--- src/rtl/mem_bus_arbiter_if.sv ---
// Cache-side and bus-side signal bundle of the memory bus arbiter.
// The slave modport is the arbiter's view; master is the surrounding caches and bus pins.
interface mem_bus_arbiter_if #(
   parameter int BUS_DATA_WIDTH = 64,
   parameter int BUS_TAG_WIDTH  = 13,
   parameter int ADDR_WIDTH     = 64,
   parameter int BEAT_WIDTH     = 3
);
   logic                      ic_mreq;
   logic [ADDR_WIDTH-1:0]     ic_maddr;
   logic                      ic_mgnt;
   logic                      ic_mvalid;
   logic [BUS_DATA_WIDTH-1:0] ic_mdata;
   logic                      ic_mdone;

   logic                      dc_mreq;
   logic                      dc_mwe;
   logic [ADDR_WIDTH-1:0]     dc_maddr;
   logic [BEAT_WIDTH-1:0]     dc_wbeat;
   logic [BUS_DATA_WIDTH-1:0] dc_mwdata;
   logic                      dc_mgnt;
   logic                      dc_mvalid;
   logic [BUS_DATA_WIDTH-1:0] dc_mdata;
   logic                      dc_mdone;

   logic                      bus_reqcyc;
   logic [BUS_DATA_WIDTH-1:0] bus_req;
   logic [BUS_TAG_WIDTH-1:0]  bus_reqtag;
   logic                      bus_reqack;
   logic                      bus_respcyc;
   logic [BUS_DATA_WIDTH-1:0] bus_resp;
   logic [BUS_TAG_WIDTH-1:0]  bus_resptag;
   logic                      bus_respack;

   modport slave (
      input  ic_mreq, ic_maddr, dc_mreq, dc_mwe, dc_maddr, dc_mwdata,
             bus_reqack, bus_respcyc, bus_resp, bus_resptag,
      output ic_mgnt, ic_mvalid, ic_mdata, ic_mdone,
             dc_wbeat, dc_mgnt, dc_mvalid, dc_mdata, dc_mdone,
             bus_reqcyc, bus_req, bus_reqtag, bus_respack
   );

   modport master (
      output ic_mreq, ic_maddr, dc_mreq, dc_mwe, dc_maddr, dc_mwdata,
             bus_reqack, bus_respcyc, bus_resp, bus_resptag,
      input  ic_mgnt, ic_mvalid, ic_mdata, ic_mdone,
             dc_wbeat, dc_mgnt, dc_mvalid, dc_mdata, dc_mdone,
             bus_reqcyc, bus_req, bus_reqtag, bus_respack
   );
endinterface

--- src/rtl/mem_bus_arbiter.sv ---
// Round-robin owner of the external memory bus for I-cache fills and D-cache fills/writebacks.
// One 64B line transaction at a time; response beats are routed to the owner by tag.
module mem_bus_arbiter #(
   parameter int BUS_DATA_WIDTH = 64,
   parameter int BUS_TAG_WIDTH  = 13,
   parameter int BEATS          = 8
) (
   input  logic             clk,
   input  logic             reset,
   mem_bus_arbiter_if.slave io_bus
);
   localparam int ADDR_W   = 64;
   localparam int BEAT_W   = $clog2(BEATS);
   localparam int LINE_OFF = $clog2(BEATS * BUS_DATA_WIDTH / 8);
   localparam logic [BEAT_W-1:0] LAST_BEAT = BEAT_W'(BEATS - 1);
   localparam logic [ADDR_W-1:0] LINE_MASK = ~((ADDR_W'(1) << LINE_OFF) - ADDR_W'(1));

   typedef enum logic [1:0] {S_IDLE, S_ADDR, S_WDATA, S_RESP} state_t;

   state_t              r_state;
   logic                r_owner;       // 0 = I-cache, 1 = D-cache
   logic                r_dir;         // 1 = writeback
   logic                r_last_grant;
   logic                r_ic_mgnt;
   logic                r_dc_mgnt;
   logic [ADDR_W-1:0]   r_addr;
   logic [BEAT_W-1:0]   r_beat;

   logic                     w_grant_ic;
   logic                     w_grant_dc;
   logic                     w_last;
   logic                     w_accept;
   logic [BUS_TAG_WIDTH-1:0] w_tag;

   // On a tie the requester that did not win last time goes first.
   assign w_grant_ic = io_bus.ic_mreq && (!io_bus.dc_mreq || r_last_grant);
   assign w_grant_dc = io_bus.dc_mreq && (!io_bus.ic_mreq || !r_last_grant);
   assign w_tag      = {r_dir, {(BUS_TAG_WIDTH-2){1'b0}}, r_owner};
   assign w_last     = (r_beat == LAST_BEAT);
   assign w_accept   = (r_state == S_RESP) && io_bus.bus_respcyc &&
                       (io_bus.bus_resptag == w_tag);

   // NOTE: state registers use non-blocking assignments so every flop samples pre-edge values.
   always_ff @(posedge clk) begin
      if (reset) begin
         r_state      <= S_IDLE;
         r_owner      <= 1'b0;
         r_dir        <= 1'b0;
         r_last_grant <= 1'b1;
         r_ic_mgnt    <= 1'b0;
         r_dc_mgnt    <= 1'b0;
         r_addr       <= '0;
         r_beat       <= '0;
      end else begin
         r_ic_mgnt <= 1'b0;
         r_dc_mgnt <= 1'b0;
         case (r_state)
            S_IDLE: begin
               if (w_grant_ic) begin
                  r_owner      <= 1'b0;
                  r_dir        <= 1'b0;
                  r_addr       <= io_bus.ic_maddr & LINE_MASK;
                  r_ic_mgnt    <= 1'b1;
                  r_last_grant <= 1'b0;
                  r_state      <= S_ADDR;
               end else if (w_grant_dc) begin
                  r_owner      <= 1'b1;
                  r_dir        <= io_bus.dc_mwe;
                  r_addr       <= io_bus.dc_maddr & LINE_MASK;
                  r_dc_mgnt    <= 1'b1;
                  r_last_grant <= 1'b1;
                  r_state      <= S_ADDR;
               end
            end
            S_ADDR: begin
               if (io_bus.bus_reqack) begin
                  r_beat  <= '0;
                  r_state <= r_dir ? S_WDATA : S_RESP;
               end
            end
            S_WDATA: begin
               if (w_last) begin
                  r_beat  <= '0;
                  r_state <= S_IDLE;
               end else begin
                  r_beat <= r_beat + BEAT_W'(1);
               end
            end
            S_RESP: begin
               if (w_accept) begin
                  if (w_last) begin
                     r_beat  <= '0;
                     r_state <= S_IDLE;
                  end else begin
                     r_beat <= r_beat + BEAT_W'(1);
                  end
               end
            end
            default: r_state <= S_IDLE;
         endcase
      end
   end

   // NOTE: every combinational output gets a default first so no latch is inferred.
   always_comb begin
      io_bus.ic_mgnt     = r_ic_mgnt;
      io_bus.dc_mgnt     = r_dc_mgnt;
      io_bus.bus_reqcyc  = 1'b0;
      io_bus.bus_req     = '0;
      io_bus.bus_reqtag  = '0;
      io_bus.dc_wbeat    = '0;
      io_bus.bus_respack = w_accept;
      io_bus.ic_mvalid   = w_accept && !r_owner;
      io_bus.dc_mvalid   = w_accept && r_owner;
      io_bus.ic_mdata    = (w_accept && !r_owner) ? io_bus.bus_resp : '0;
      io_bus.dc_mdata    = (w_accept && r_owner)  ? io_bus.bus_resp : '0;
      io_bus.ic_mdone    = w_accept && !r_owner && w_last;
      io_bus.dc_mdone    = w_accept && r_owner && w_last;

      case (r_state)
         S_ADDR: begin
            io_bus.bus_reqcyc = 1'b1;
            io_bus.bus_req    = r_addr;
            io_bus.bus_reqtag = w_tag;
         end
         S_WDATA: begin
            io_bus.bus_reqcyc = 1'b1;
            io_bus.bus_req    = io_bus.dc_mwdata;
            io_bus.bus_reqtag = w_tag;
            io_bus.dc_wbeat   = r_beat;
            io_bus.dc_mdone   = w_last;
         end
         default: ;
      endcase
   end
endmodule

--- src/flat_wrapper.sv ---
// flat-port wrapper written by rule: the top's interface ports become plain ports
module mem_bus_arbiter_flat 
#(
   parameter int BUS_DATA_WIDTH = 64,
   parameter int BUS_TAG_WIDTH  = 13,
   parameter int BEATS          = 8
)
  (clk, reset, io_bus_ic_mreq, io_bus_ic_maddr, io_bus_dc_mreq, io_bus_dc_mwe, io_bus_dc_maddr, io_bus_dc_mwdata, io_bus_bus_reqack, io_bus_bus_respcyc, io_bus_bus_resp, io_bus_bus_resptag, io_bus_ic_mgnt, io_bus_ic_mvalid, io_bus_ic_mdata, io_bus_ic_mdone, io_bus_dc_wbeat, io_bus_dc_mgnt, io_bus_dc_mvalid, io_bus_dc_mdata, io_bus_dc_mdone, io_bus_bus_reqcyc, io_bus_bus_req, io_bus_bus_reqtag, io_bus_bus_respack);
  mem_bus_arbiter_if #(.BUS_DATA_WIDTH(BUS_DATA_WIDTH), .BUS_TAG_WIDTH(BUS_TAG_WIDTH)) io_bus_i ();
  input  logic clk;
  input  logic reset;
  input wire logic [$bits(io_bus_i.ic_mreq)-1:0] io_bus_ic_mreq;
  input wire logic [$bits(io_bus_i.ic_maddr)-1:0] io_bus_ic_maddr;
  input wire logic [$bits(io_bus_i.dc_mreq)-1:0] io_bus_dc_mreq;
  input wire logic [$bits(io_bus_i.dc_mwe)-1:0] io_bus_dc_mwe;
  input wire logic [$bits(io_bus_i.dc_maddr)-1:0] io_bus_dc_maddr;
  input wire logic [$bits(io_bus_i.dc_mwdata)-1:0] io_bus_dc_mwdata;
  input wire logic [$bits(io_bus_i.bus_reqack)-1:0] io_bus_bus_reqack;
  input wire logic [$bits(io_bus_i.bus_respcyc)-1:0] io_bus_bus_respcyc;
  input wire logic [$bits(io_bus_i.bus_resp)-1:0] io_bus_bus_resp;
  input wire logic [$bits(io_bus_i.bus_resptag)-1:0] io_bus_bus_resptag;
  output wire logic [$bits(io_bus_i.ic_mgnt)-1:0] io_bus_ic_mgnt;
  output wire logic [$bits(io_bus_i.ic_mvalid)-1:0] io_bus_ic_mvalid;
  output wire logic [$bits(io_bus_i.ic_mdata)-1:0] io_bus_ic_mdata;
  output wire logic [$bits(io_bus_i.ic_mdone)-1:0] io_bus_ic_mdone;
  output wire logic [$bits(io_bus_i.dc_wbeat)-1:0] io_bus_dc_wbeat;
  output wire logic [$bits(io_bus_i.dc_mgnt)-1:0] io_bus_dc_mgnt;
  output wire logic [$bits(io_bus_i.dc_mvalid)-1:0] io_bus_dc_mvalid;
  output wire logic [$bits(io_bus_i.dc_mdata)-1:0] io_bus_dc_mdata;
  output wire logic [$bits(io_bus_i.dc_mdone)-1:0] io_bus_dc_mdone;
  output wire logic [$bits(io_bus_i.bus_reqcyc)-1:0] io_bus_bus_reqcyc;
  output wire logic [$bits(io_bus_i.bus_req)-1:0] io_bus_bus_req;
  output wire logic [$bits(io_bus_i.bus_reqtag)-1:0] io_bus_bus_reqtag;
  output wire logic [$bits(io_bus_i.bus_respack)-1:0] io_bus_bus_respack;
  assign io_bus_i.ic_mreq = io_bus_ic_mreq;
  assign io_bus_i.ic_maddr = io_bus_ic_maddr;
  assign io_bus_i.dc_mreq = io_bus_dc_mreq;
  assign io_bus_i.dc_mwe = io_bus_dc_mwe;
  assign io_bus_i.dc_maddr = io_bus_dc_maddr;
  assign io_bus_i.dc_mwdata = io_bus_dc_mwdata;
  assign io_bus_i.bus_reqack = io_bus_bus_reqack;
  assign io_bus_i.bus_respcyc = io_bus_bus_respcyc;
  assign io_bus_i.bus_resp = io_bus_bus_resp;
  assign io_bus_i.bus_resptag = io_bus_bus_resptag;
  assign io_bus_ic_mgnt = io_bus_i.ic_mgnt;
  assign io_bus_ic_mvalid = io_bus_i.ic_mvalid;
  assign io_bus_ic_mdata = io_bus_i.ic_mdata;
  assign io_bus_ic_mdone = io_bus_i.ic_mdone;
  assign io_bus_dc_wbeat = io_bus_i.dc_wbeat;
  assign io_bus_dc_mgnt = io_bus_i.dc_mgnt;
  assign io_bus_dc_mvalid = io_bus_i.dc_mvalid;
  assign io_bus_dc_mdata = io_bus_i.dc_mdata;
  assign io_bus_dc_mdone = io_bus_i.dc_mdone;
  assign io_bus_bus_reqcyc = io_bus_i.bus_reqcyc;
  assign io_bus_bus_req = io_bus_i.bus_req;
  assign io_bus_bus_reqtag = io_bus_i.bus_reqtag;
  assign io_bus_bus_respack = io_bus_i.bus_respack;
  mem_bus_arbiter #(.BUS_DATA_WIDTH(BUS_DATA_WIDTH), .BUS_TAG_WIDTH(BUS_TAG_WIDTH), .BEATS(BEATS)) u_core (.clk(clk), .reset(reset), .io_bus(io_bus_i));
endmodule
--- config.mk ---
export PLATFORM = sky130hd
export DESIGN_NAME = mem_bus_arbiter_flat
export DESIGN_NICKNAME = d
export VERILOG_FILES = /design/src/rtl/mem_bus_arbiter_if.sv /design/src/rtl/mem_bus_arbiter.sv /design/src/flat_wrapper.sv
export SDC_FILE = /design/constraint.sdc
export NUM_CORES = 1
export LEC_CHECK = 0
export ABC_AREA = 1
export BUFFER_PORTS_ARGS = -buffer_cell sky130_fd_sc_hd__buf_4
export CAP_MARGIN = 5
export CORE_AREA = 2 2 189 191
export CTS_CLUSTER_DIAMETER = 80
export DETAILED_ROUTE_END_ITERATION = 16
export DIE_AREA = 0 0 191 193
export HOLD_SLACK_MARGIN = 0.15
export PLACE_DENSITY_LB_ADDON = 0.12
export SLEW_MARGIN = 10
export SYNTH_ARGS = -nofsm -noshare
export SYNTH_HDL_FRONTEND = slang
export SYNTH_SLANG_ARGS = --single-unit
--- constraint.sdc ---
create_clock -name clk -period 2.3 [get_ports clk]
set_clock_uncertainty 0.2 [all_clocks]
set_input_delay 0.23 -clock clk [delete_from_list [all_inputs] [get_ports clk]]
set_output_delay 0.23 -clock clk [all_outputs]
set_load 0.03 [all_outputs]
==> run metrics <==
status completed; antenna-violating nets left 0; uppermost layer routed met4; net switching share of the total power 44.2%; Num CTS Buffers 9; initial DRC count 294; Pint 4.34 mW; sequence of cells on the critical path ha_4 > nand2_1 > nor2_2 > nand3_2 > clkinv_4 > nand2_8 > clkbuf_16 > a21oi_4 > buf_6; Peak VDD IR 0.343 mV; # diodes 0; startpoint types flip-flop; Final period util 97.9%; Initial Util 15.3%; DR vias 7810; multiplexer share of the synthesized area 0%; Compound-Gate Fraction of Synth Area 22.9%; WL met3 2390 um; largest family of logic cells by synthesized area buffers and inverters; FP Rows 69; Sink Count 68; hold slack 0.148 ns; Slew Viols, Final 0; Top Ports 492; H-tree levels 3; nature of the critical path endpoint output pin; final WL 31000 um; Worst EP arrival 1.82 ns; DRC viols 0; die height 193 um; clock tree buffer depth 2; Die Wd 191 um; clock share of power 18.4%; nets 1812; GP Congestion 0.792; Seq pwr share 22.4%; TritonRoute pass-1 iters 4; xor/xnor share of the synthesized area 0%; P&R area growth vs syn 122%; vias in the first global route 7195; Worst Path Class, Setup flip-flop to output pin; CP max stage delay 0.37 ns; Clk pin slew, worst setup/hold paths 0.06 ns; Max Cap Viol 0; HP Class input port to flip-flop; filler cell count 3816; highest fanout seen on the critical path 8; TritonCTS clock tree built; GRT Total Usage 15.2%; power per cell area 654 nW/um2; Syn Inst Count 976; yosys warns 0; Post-Syn Area 5360 um2; Synth top area share 25.4%; Multi-input gate area 3070 um2; synth unique cells 23; largest net degree at the start of global routing 93; Simple-Gate Fraction of Synth Area 23.7%; syn avg cell area 5.49 um2; met1 WL 11300 um; minimum clock period 2.25 ns; Port Buffer Count 468; Slowest-stage cell, CP dfxtp_4; Layout Utilization 34.0%; Avg WL per Cell 15.6 um; RSZ-0062 raised after global routing yes; Core ar. 35000 um2; latest clock arrival within the worst-skew pair 0.34 ns; Synth Area in Adders 1.40%; first-pass GRT wire length 42100 um; non-filler cells, final 1996; die area 36900 um2; synth top area cells dfxtp_1 (25%), inv_1 (19%), o21ai_0 (16%); root buffer cell clkbuf_16; Fin. Hold Viols 0; endpoints failing setup 0; Worst Hold Launch io_bus_ic_maddr[21]; sequential fraction of the synthesis area 25.4%; Leak Pwr 6.36 nW; Max Clk Rate 0.444 GHz; CP Data Required Time 1.87 ns; vias per std cell 3.91; met2 wire len 16700 um; Yosys top cell by area dfxtp_1; Worst Setup SP u_core.r_state[0]; GR Overflow Total 0; initial antenna violation count 0; register area 1370 um2; Psw 3.44 mW; share of cells above drive strength 1 43.0%; Comb pwr share 59.2%; Post-DP HPWL 22000 um; dpl cells 1853; Crit Reg-Reg Startpoint u_core.r_last_grant; Seq cells post-synth 68
==> power by group through the flow <==
stage          clock, mW  combinational, mW  sequential [mW]
6_report            1.43               4.61             1.74
5_1_grt             1.56               5.12             1.79
4_1_cts             1.50               4.40             1.75
3_5_place_dp           0               3.91             1.76
3_3_place_gp           0               3.90             1.75
2_1_floorplan          0               2.33             1.73
==> sequential cells by signal, summed over array words and instances (netlist names) <==
register and flops:
u_core.r_addr 58, u_core.r_owner 1, u_core.r_dir 1, u_core.r_beat 3, u_core.io_bus.ic_mgnt 1, u_core.r_last_grant 1, u_core.io_bus.dc_mgnt 1, u_core.r_state 2
==> layout by cell type (no fill, tap or decap), drive strengths merged <==
cell,Yosys,layout
or2,1,1
nor3,1,1
dlygate4sd3,0,105
clkbuf,42,18
ha,6,6
nand2,91,91
dfxtp,68,68
a32o,1,1
nor2,155,155
inv,267,265
clkinv,0,5
bufinv,0,1
o21ai,175,175
a21oi,66,66
buf,35,499
conb,1,11
a31oi,1,1
nand3,66,66
==> path summary, 6_finish.rpt <==
path / endpoint / slack (ns) / cells past startpoint
worst max register to register: u_core.r_addr[47] / 0.17 / 6
worst min register to register: u_core.r_owner / 0.31 / 2
worst min-delay path: u_core.r_addr[21] / 0.15 / 5
worst max-delay path: io_bus_dc_mdone / 0.05 / 9
==> metrics by stage <==
step,TNS [ns],worst slack (ns),cell area (um2),power [mW]
finish,0,0.0473,11900,7.78
global route,-2.25,-0.0505,11900,8.47
CTS,-0.00308,-0.00308,10900,7.64
detailed placement,0,0.116,9310,5.67
global placement,0,0.159,9310,5.65
floorplan,-9.39,-0.180,5410,4.06
==> repair_timing <==
action                                 CTS  global route
endpoints found under the hold margin   63             0
pin swaps                                3             3
gates cloned                             4            10
hold buffers                           105             0
setup endpoints to repair              184           176
gates resized for setup                 33           266
setup buffers                            5             3
==> metal layers <==
layer,vias to the layer above,global-route usage (%)
li1,4018,-
met1,3456,15.8
met2,303,29.7
met3,33,4.20
met4,0,3.91
met5,-,0
==> worst max-delay path, delay by kind of cell (launching register included) <==
kind / cells / cell delay (ns)
buffers and inverters: 3 / 0.46
AOI/OAI and AO/OA: 1 / 0.12
adders and majority gates: 1 / 0.14
and+or+nand+nor: 4 / 0.39
DFF: 1 / 0.37
==> synth_stat cells (all sizes together) <==
cell type / n
o21ai: 175
ha: 6
a31oi: 1
buf: 35
a32o: 1
clkbuf: 42
or2: 1
dfxtp: 68
nand3: 66
conb: 1
a21oi: 66
nand2: 91
inv: 267
nor2: 155
nor3: 1
==> area by class of cell <==
class / count / share of cell area (%)
tap: 461 / 4.85
sequential: 68 / 11.6
timing repair buffer: 610 / 46.9
clock inverter: 4 / 0.410
inverter: 267 / 8.48
clock buffer: 12 / 2.07
multi-input combinational: 574 / 25.8
==> logic make-up after synthesis <==
| group | after synthesis |
|---|---|
| simple gates | 314 |
| buf+inv | 344 |
| fa+ha+maj | 6 |
| flops | 68 |
| other cells | 1 |
| compound gates | 243 |
Power figures use the tool's default switching activity.
